$ cat src/rtl/conv_sum_sched_pkg.sv
// conv_sum_sched_pkg
// Shared definitions for the layer sequencer:
//   - sched_state_e : FSM state encoding (also exported on dbg_state)
//   - descriptor bit-field offsets/widths inside the 64-bit descriptor word
//   - config word selectors and the packing function for w0/w1/w2
package conv_sum_sched_pkg;

  typedef enum logic [2:0] {
    S_IDLE = 3'd0,
    S_LOAD = 3'd1,
    S_CALC = 3'd2,
    S_SEND = 3'd3,
    S_RUN  = 3'd4,
    S_NEXT = 3'd5
  } sched_state_e;

  // Only the low 59 descriptor bits carry information; [63:59] are zero.
  localparam int DESC_USED_W = 59;

  localparam int IMG_W_LSB  = 0;
  localparam int IMG_W_W    = 12;
  localparam int IMG_H_LSB  = 12;
  localparam int IMG_H_W    = 12;
  localparam int CH_CYC_LSB = 24;
  localparam int CH_CYC_W   = 12;
  localparam int OCG_LSB    = 36;
  localparam int OCG_W      = 10;
  localparam int PERW_LSB   = 46;
  localparam int PERW_W     = 12;
  localparam int MODE_BIT   = 58;

  localparam logic [1:0] CFG_W0 = 2'd0;
  localparam logic [1:0] CFG_W1 = 2'd1;
  localparam logic [1:0] CFG_W2 = 2'd2;

  // Packs one of the three accumulator config words from a descriptor.
  function automatic logic [31:0] cfg_word(input logic [DESC_USED_W-1:0] d,
                                           input logic [1:0]             sel);
    logic [31:0] w;
    w = '0;
    case (sel)
      CFG_W0:  w = {8'b0, d[IMG_H_LSB +: IMG_H_W], d[IMG_W_LSB +: IMG_W_W]};
      CFG_W1:  w = {10'b0, d[OCG_LSB +: OCG_W], d[CH_CYC_LSB +: CH_CYC_W]};
      default: w = {19'b0, d[MODE_BIT], d[PERW_LSB +: PERW_W]};
    endcase
    return w;
  endfunction

endpackage

$ cat src/rtl/conv_sum_desc_ram.sv
// conv_sum_desc_ram
// Per-layer descriptor table: one write port, one registered read port
// (read data appears the cycle after raddr is presented). Contents are
// not reset.
// Ports:
//   clk         clock
//   we          write strobe
//   waddr/wdata write index / data
//   raddr       read index
//   rdata       registered read data
module conv_sum_desc_ram #(
  parameter int DEPTH = 16,
  parameter int AW    = 4,
  parameter int DW    = 59
) (
  input  logic          clk,
  input  logic          we,
  input  logic [AW-1:0] waddr,
  input  logic [DW-1:0] wdata,
  input  logic [AW-1:0] raddr,
  output logic [DW-1:0] rdata
);

  logic [DW-1:0] mem [DEPTH];

  always_ff @(posedge clk) begin
    if (we) mem[waddr] <= wdata;
    rdata <= mem[raddr];
  end

endmodule

$ cat src/rtl/conv_sum_sched.sv
// conv_sum_sched
// Layer sequencer for the partial-sum accumulator. On start it walks
// layers 0..layer_num-1: reads the layer descriptor, computes the expected
// output-beat total, pushes three config words over the valid/ready config
// port, counts sum_valid beats to the total, then pulses layer_done
// (and all_done on the last layer).
//
// Optional feature macro: SCHED_WDOG_EN adds a WDOG_W-bit watchdog over
// SEND and RUN; on saturation it sets timeout and aborts to IDLE.
// Without it, timeout is tied 0.
//
// Ports:
//   clk, rst_n                 clock, synchronous active-low reset
//   desc_we/addr/wdata         descriptor table write (accepted only in IDLE)
//   start, layer_num           sequence start pulse, layer count
//   m_cfg_valid/ready/data     config word output, valid/ready
//   sum_busy                   accumulator busy (not used for sequencing)
//   sum_valid                  accumulator output beat
//   layer_idx                  current layer
//   layer_done, all_done       completion pulses
//   sched_busy                 high outside IDLE
//   err                        sticky [0] zero-size layer, [1] stray sum_valid
//   timeout                    sticky watchdog flag
//   dbg_state                  current FSM state
//
// Config handshake: a word transfers on a cycle where m_cfg_valid and
// m_cfg_ready are both high at the clock edge. While valid is high and
// ready is low, m_cfg_data holds. valid never depends combinationally on
// ready; the next word is presented the cycle after a transfer.
module conv_sum_sched
  import conv_sum_sched_pkg::*;
#(
  parameter int MAX_LAYERS = 16,
  parameter int LAYER_W    = 4,
  parameter int CNT_W      = 32,
  parameter int WDOG_W     = 20
) (
  input  logic               clk,
  input  logic               rst_n,
  input  logic               desc_we,
  input  logic [LAYER_W-1:0] desc_addr,
  input  logic [63:0]        desc_wdata,
  input  logic               start,
  input  logic [LAYER_W:0]   layer_num,
  output logic               m_cfg_valid,
  input  logic               m_cfg_ready,
  output logic [31:0]        m_cfg_data,
  input  logic               sum_busy,
  input  logic               sum_valid,
  output logic [LAYER_W-1:0] layer_idx,
  output logic               layer_done,
  output logic               all_done,
  output logic               sched_busy,
  output logic [1:0]         err,
  output logic               timeout,
  output logic [2:0]         dbg_state
);

  sched_state_e            state;
  logic [LAYER_W:0]        num_q;
  logic [CNT_W-1:0]        expected;
  logic [CNT_W-1:0]        beat_cnt;
  logic [CNT_W-1:0]        beat_p1;
  logic [CNT_W-1:0]        prod;
  logic [1:0]              wsel;
  logic [DESC_USED_W-1:0]  desc_q;
  logic [DESC_USED_W-1:0]  rd_data;
  logic [LAYER_W:0]        idx_p1;
  logic                    last_layer;
  logic                    wdog_hit;

  assign sched_busy = (state != S_IDLE);
  assign dbg_state  = state;

  logic unused_ok;
  assign unused_ok = &{1'b0, sum_busy, desc_wdata[63:DESC_USED_W]};

  conv_sum_desc_ram #(
    .DEPTH (MAX_LAYERS),
    .AW    (LAYER_W),
    .DW    (DESC_USED_W)
  ) u_desc_ram (
    .clk   (clk),
    .we    (desc_we && (state == S_IDLE)),
    .waddr (desc_addr),
    .wdata (desc_wdata[DESC_USED_W-1:0]),
    .raddr (layer_idx),
    .rdata (rd_data)
  );

  always_comb begin
    prod = CNT_W'(rd_data[IMG_H_LSB +: IMG_H_W]) *
           CNT_W'(rd_data[IMG_W_LSB +: IMG_W_W]) *
           CNT_W'(rd_data[OCG_LSB +: OCG_W]);
    beat_p1    = beat_cnt + CNT_W'(1);
    idx_p1     = {1'b0, layer_idx} + {{LAYER_W{1'b0}}, 1'b1};
    last_layer = (idx_p1 == num_q);
  end

`ifdef SCHED_WDOG_EN
  logic [WDOG_W-1:0] wdog_cnt;
  logic              wdog_evt;
  logic              timeout_q;

  assign wdog_evt = (m_cfg_valid && m_cfg_ready) || sum_valid;
  assign wdog_hit = ((state == S_SEND) || (state == S_RUN)) && (&wdog_cnt) && !wdog_evt;
  assign timeout  = timeout_q;

  always_ff @(posedge clk) begin
    if (!rst_n) begin
      wdog_cnt  <= '0;
      timeout_q <= 1'b0;
    end else begin
      if ((state != S_SEND) && (state != S_RUN)) wdog_cnt <= '0;
      else if (wdog_evt)                        wdog_cnt <= '0;
      else if (!(&wdog_cnt))                    wdog_cnt <= wdog_cnt + WDOG_W'(1);
      if ((state == S_IDLE) && start) timeout_q <= 1'b0;
      if (wdog_hit)                   timeout_q <= 1'b1;
    end
  end
`else
  localparam int unused_wdog_w = WDOG_W;
  assign wdog_hit = 1'b0;
  assign timeout  = 1'b0;
`endif

  always_ff @(posedge clk) begin
    if (!rst_n) begin
      state       <= S_IDLE;
      num_q       <= '0;
      layer_idx   <= '0;
      expected    <= '0;
      beat_cnt    <= '0;
      wsel        <= CFG_W0;
      desc_q      <= '0;
      m_cfg_valid <= 1'b0;
      m_cfg_data  <= '0;
      layer_done  <= 1'b0;
      all_done    <= 1'b0;
      err         <= '0;
    end else begin
      layer_done <= 1'b0;
      all_done   <= 1'b0;
      // Beats are only meaningful while counting; anything else is stray.
      if (sum_valid && (state != S_RUN)) err[1] <= 1'b1;

      case (state)
        S_IDLE: begin
          if (start) begin
            err       <= '0;
            num_q     <= layer_num;
            layer_idx <= '0;
            if (layer_num == '0) all_done <= 1'b1;
            else                 state    <= S_LOAD;
          end
        end
        // Read address is layer_idx; data lands in rd_data for CALC.
        S_LOAD: state <= S_CALC;
        S_CALC: begin
          desc_q   <= rd_data;
          expected <= prod;
          beat_cnt <= '0;
          wsel     <= CFG_W0;
          if (prod == '0) begin
            err[0]     <= 1'b1;
            layer_done <= 1'b1;
            all_done   <= last_layer;
            state      <= S_NEXT;
          end else begin
            m_cfg_valid <= 1'b1;
            m_cfg_data  <= cfg_word(rd_data, CFG_W0);
            state       <= S_SEND;
          end
        end
        S_SEND: begin
          if (m_cfg_ready) begin
            if (wsel == CFG_W2) begin
              m_cfg_valid <= 1'b0;
              state       <= S_RUN;
            end else begin
              wsel       <= wsel + 2'd1;
              m_cfg_data <= cfg_word(desc_q, wsel + 2'd1);
            end
          end
        end
        S_RUN: begin
          if (sum_valid) begin
            if (beat_p1 == expected) begin
              layer_done <= 1'b1;
              all_done   <= last_layer;
              state      <= S_NEXT;
            end else begin
              beat_cnt <= beat_p1;
            end
          end
        end
        // Done pulses were raised on entry, so they align with this state
        // and layer_idx still names the finished layer.
        S_NEXT: begin
          if (last_layer) begin
            state <= S_IDLE;
          end else begin
            layer_idx <= idx_p1[LAYER_W-1:0];
            state     <= S_LOAD;
          end
        end
        default: state <= S_IDLE;
      endcase

      if (wdog_hit) begin
        layer_done  <= 1'b1;
        all_done    <= 1'b1;
        m_cfg_valid <= 1'b0;
        state       <= S_IDLE;
      end
    end
  end

endmodule

$ cat config.mk
export PLATFORM = sky130hd
export DESIGN_NAME = conv_sum_sched
export DESIGN_NICKNAME = d
export VERILOG_FILES = /design/src/rtl/conv_sum_sched_pkg.sv /design/src/rtl/conv_sum_desc_ram.sv /design/src/rtl/conv_sum_sched.sv
export SDC_FILE = /design/constraint.sdc
export NUM_CORES = 2
export LEC_CHECK = 0
export CAP_MARGIN = 20
export CORE_MARGIN = 5
export CORE_UTILIZATION = 50
export DETAILED_ROUTE_END_ITERATION = 8
export DONT_BUFFER_PORTS = 1
export PLACE_DENSITY_LB_ADDON = 0.1
export SLEW_MARGIN = 20
export SYNTH_ARGS = -nofsm -noshare
export SYNTH_HDL_FRONTEND = slang
export SYNTH_SLANG_ARGS = --single-unit
$ cat constraint.sdc
create_clock -name clk -period 16.7 [get_ports clk]
set_input_delay 1.67 -clock clk [delete_from_list [all_inputs] [get_ports clk]]
set_output_delay 1.67 -clock clk [all_outputs]
set_load 0.005 [all_outputs]
==> metrics.yaml <==
synth_top_area_share_pct: 49.5
diodes: 0
fin_crit_sh_pct: 75.6
path_class: "reg -> reg"
place_area_um2: 59000
cts.repair.resized: 0
dieArea_um2: 121000
dp_hpwl_um: 83600
dr_total_vias: 31901
syn_inst: 3927
fin_skew_ns: 0.0574
path_clk_slew_ns: 0.06
grt_pass1_vias: 33227
initial_core_util_pct: 50.2
final_nets: 4395
clock_tree.root_cell: "clkbuf_16"
avgSynthCellArea_um2: 14.6
rr_endpoint: "m_cfg_data[6]"
slew-limit-headroom_pct: 25.5
h-tree-depth: 3
slew_viol_final: 0
routedWlPerCell_um: 24.6
ys_ff_latch: 1169
antenna_found_initial: 2
max_stage_delay_ns: 0.83
worstPathRequired_ns: 17.23
synth-main-ff-cell: "edfxtp_1"
worstMarginPinSlew_ns: 1.12
cts.sinks: 1169
cts_tree: "built"
post_cts_buffers: 0
finalHoldViolCount: 0
synthTopCellsByArea: "edfxtp_1 (49%), mux4_2 (12%), fa_1 (9.5%), dfxtp_1 (7.9%), nand2_1 (3.1%)"
cp_slowest_cell: "dfxtp_1"
ys_types: 79
cap_viol_max_count: 0
drive_above_1_share_pct: 14.9
pin_count: 126
cp-end-kind: "flop"
arrival_ns: 13.15
place.gp.congestion: 0.828
hold_depth: 2
synth-warning-count: 0
rrSetupSlack_ns: 4.08
dr.pass1.iters: 5
grt_start_max_net_pins: 140
cp_common_cell: "fa_1"
final.fill_count: 9250
layout_min_cycle_time_ns: 12.62
yosysTopAreaCell: "edfxtp_1"
num_rows: 124
setup_viol: 0
ant_nets: 0
async_reset_ff_share_pct: 0
synth_edf_count: 944
worstPathMaxFanout: 14
die_w_um: 348
wirelength_um: 136000
status: "complete, no violations"
dp_slack_ns: 4.03
clk_path_buf_depth: 3
syn-cell-area_um2: 57300
fmax_ghz: 0.0792
vias_per_cell: 5.77
min_path_type: "reg -> reg"
drt_iter0_drc: 2283
grt_setup_unrepaired: "false"
io_buffers: 0
grt.total_usage_pct: 22.6
worst_slack_ns: 4.08
core_um2: 114000
cts-buffers-inserted: 120
synth-seq-area-share_pct: 57.3
stdcell_count: 5533
rr_worst_depth: 42
worst_hold_path.endpoint: "desc_q[58]"
design_area_um2: 63100
setup_tns_ns: 0
drc: 0
die_h_um: 348
clkLatencyLatePin_ns: 0.71
start_kind: "flop"
grt-ovfl-total: 0
grt_pass1_wl_um: 209000
ctsHoldBuffers: 0
dp.cells: 5305
area_delta_synth_final_pct: 10.1
hold_path_startpoint: "u_desc_ram.rdata[58]"
r2r-start: "u_desc_ram.rdata[22]"
-- flip-flops by register name (all words and copies together) (netlist names) --
name,count
all_done,1
beat_cnt,32
dbg_state,3
desc_q,59
err,2
expected,32
layer_done,1
layer_idx,4
m_cfg_data,24
m_cfg_valid,1
num_q,5
u_desc_ram.mem,944
u_desc_ram.rdata,59
wsel,2
-- layout make-up --
class,count,area (um2),area share [%]
clock inverters,50,494,0.784
inverters,306,1150,1.82
well taps,1512,1890,3.00
flip-flops and latches,1169,32900,52.1
clock buffers,178,3540,5.61
repair buffers,77,591,0.936
multi-input cells,2241,22500,35.7
-- how the worst max path moves through the flow --
| stage | start | end | cells after the start |
|---|---|---|---|
| 2_1_floorplan | u_desc_ram.rdata[3] | m_cfg_data[10] | 45 |
| 3_3_place_gp | u_desc_ram.rdata[22] | m_cfg_data[10] | 42 |
| 3_5_place_dp | u_desc_ram.rdata[22] | m_cfg_data[9] | 42 |
| 4_1_cts | u_desc_ram.rdata[22] | m_cfg_data[6] | 42 |
| 5_1_grt | u_desc_ram.rdata[22] | m_cfg_data[10] | 41 |
| 6_report | u_desc_ram.rdata[22] | m_cfg_data[6] | 42 |
-- critical path: cells and delay by family (launching register included) --
kind | cells | cell delay (ns)
adders and majority gates | 12 | 5.75
AOI/OAI and AO/OA | 11 | 2.38
and+or+nand+nor | 9 | 2.11
buffers and inverters | 8 | 0.94
DFF | 1 | 0.83
xor gates and xnor gates | 2 | 0.39
-- cell usage after synthesis, types with 13 or more instances --
library cell / number
xor2_1: 38
xnor2_1: 64
nand4_1: 30
edfxtp_1: 944
nor2_1: 82
a21oi_1: 105
dfxtp_1: 225
o21ai_0: 92
fa_1: 273
a21o_1: 13
buf_2: 17
inv_1: 306
a21boi_0: 92
o211ai_1: 18
and3_1: 22
buf_1: 31
a22oi_1: 23
nor3_1: 43
mux4_2: 295
nand2_1: 471
nor3b_1: 31
buf_4: 14
nand3_1: 36
clkbuf_1: 154
ha_1: 127
nor2b_1: 21
and2_1: 184
nand2b_1: 13
o31ai_1: 22
-- metrics by stage --
stage | hold slack (ns) | util [%]
finish | 0.407 | 55.3
floorplan | 0.426 | -
CTS | 0.402 | 55.3
detailed placement | 0.436 | 51.8
global placement | 0.432 | 51.8
global route | 0.436 | 55.3
-- cell usage in the layout, fill, tap and decap left out, types with 17 or more instances in the layout --
cell type,Yosys,routed
a21boi_0,92,92
a21oi_1,105,104
a22oi_1,23,23
and2_1,184,184
and3_1,22,22
buf_4,14,76
clkbuf_1,154,31
clkbuf_16,0,124
clkbuf_8,0,23
clkinv_1,0,17
dfxtp_1,225,220
edfxtp_1,944,944
fa_1,273,273
ha_1,127,127
inv_1,306,306
mux4_2,295,295
nand2_1,471,470
nand3_1,36,36
nand4_1,30,30
nor2_1,82,69
nor2b_1,21,21
nor3_1,43,39
nor3b_1,31,31
o211ai_1,18,18
o21ai_0,92,92
o31ai_1,22,22
xnor2_1,64,63
xor2_1,38,38
-- logic make-up after synthesis --
logic type / after synthesis / share of synthesized area [%]
compound gates: 438 / 4.94
xor+xnor: 104 / 1.64
fa+ha+maj: 400 / 12.3
buf+inv: 525 / 3.60
flops: 1169 / 57.3
mux: 301 / 11.7
other cells: 1 / 0.00655
simple gates: 989 / 8.45
-- per-layer routing --
layer,part of all wire (%),track usage [%],vias up
li1,-,-,14242
met1,43,31.3,16759
met2,50,38.6,749
met3,5.3,3.51,151
met4,1.7,4.46,0
met5,0,0,-
Power is left out: the tool's default activity adds up to more than one toggle a clock period on the data nets, which glitch-free logic cannot reach.
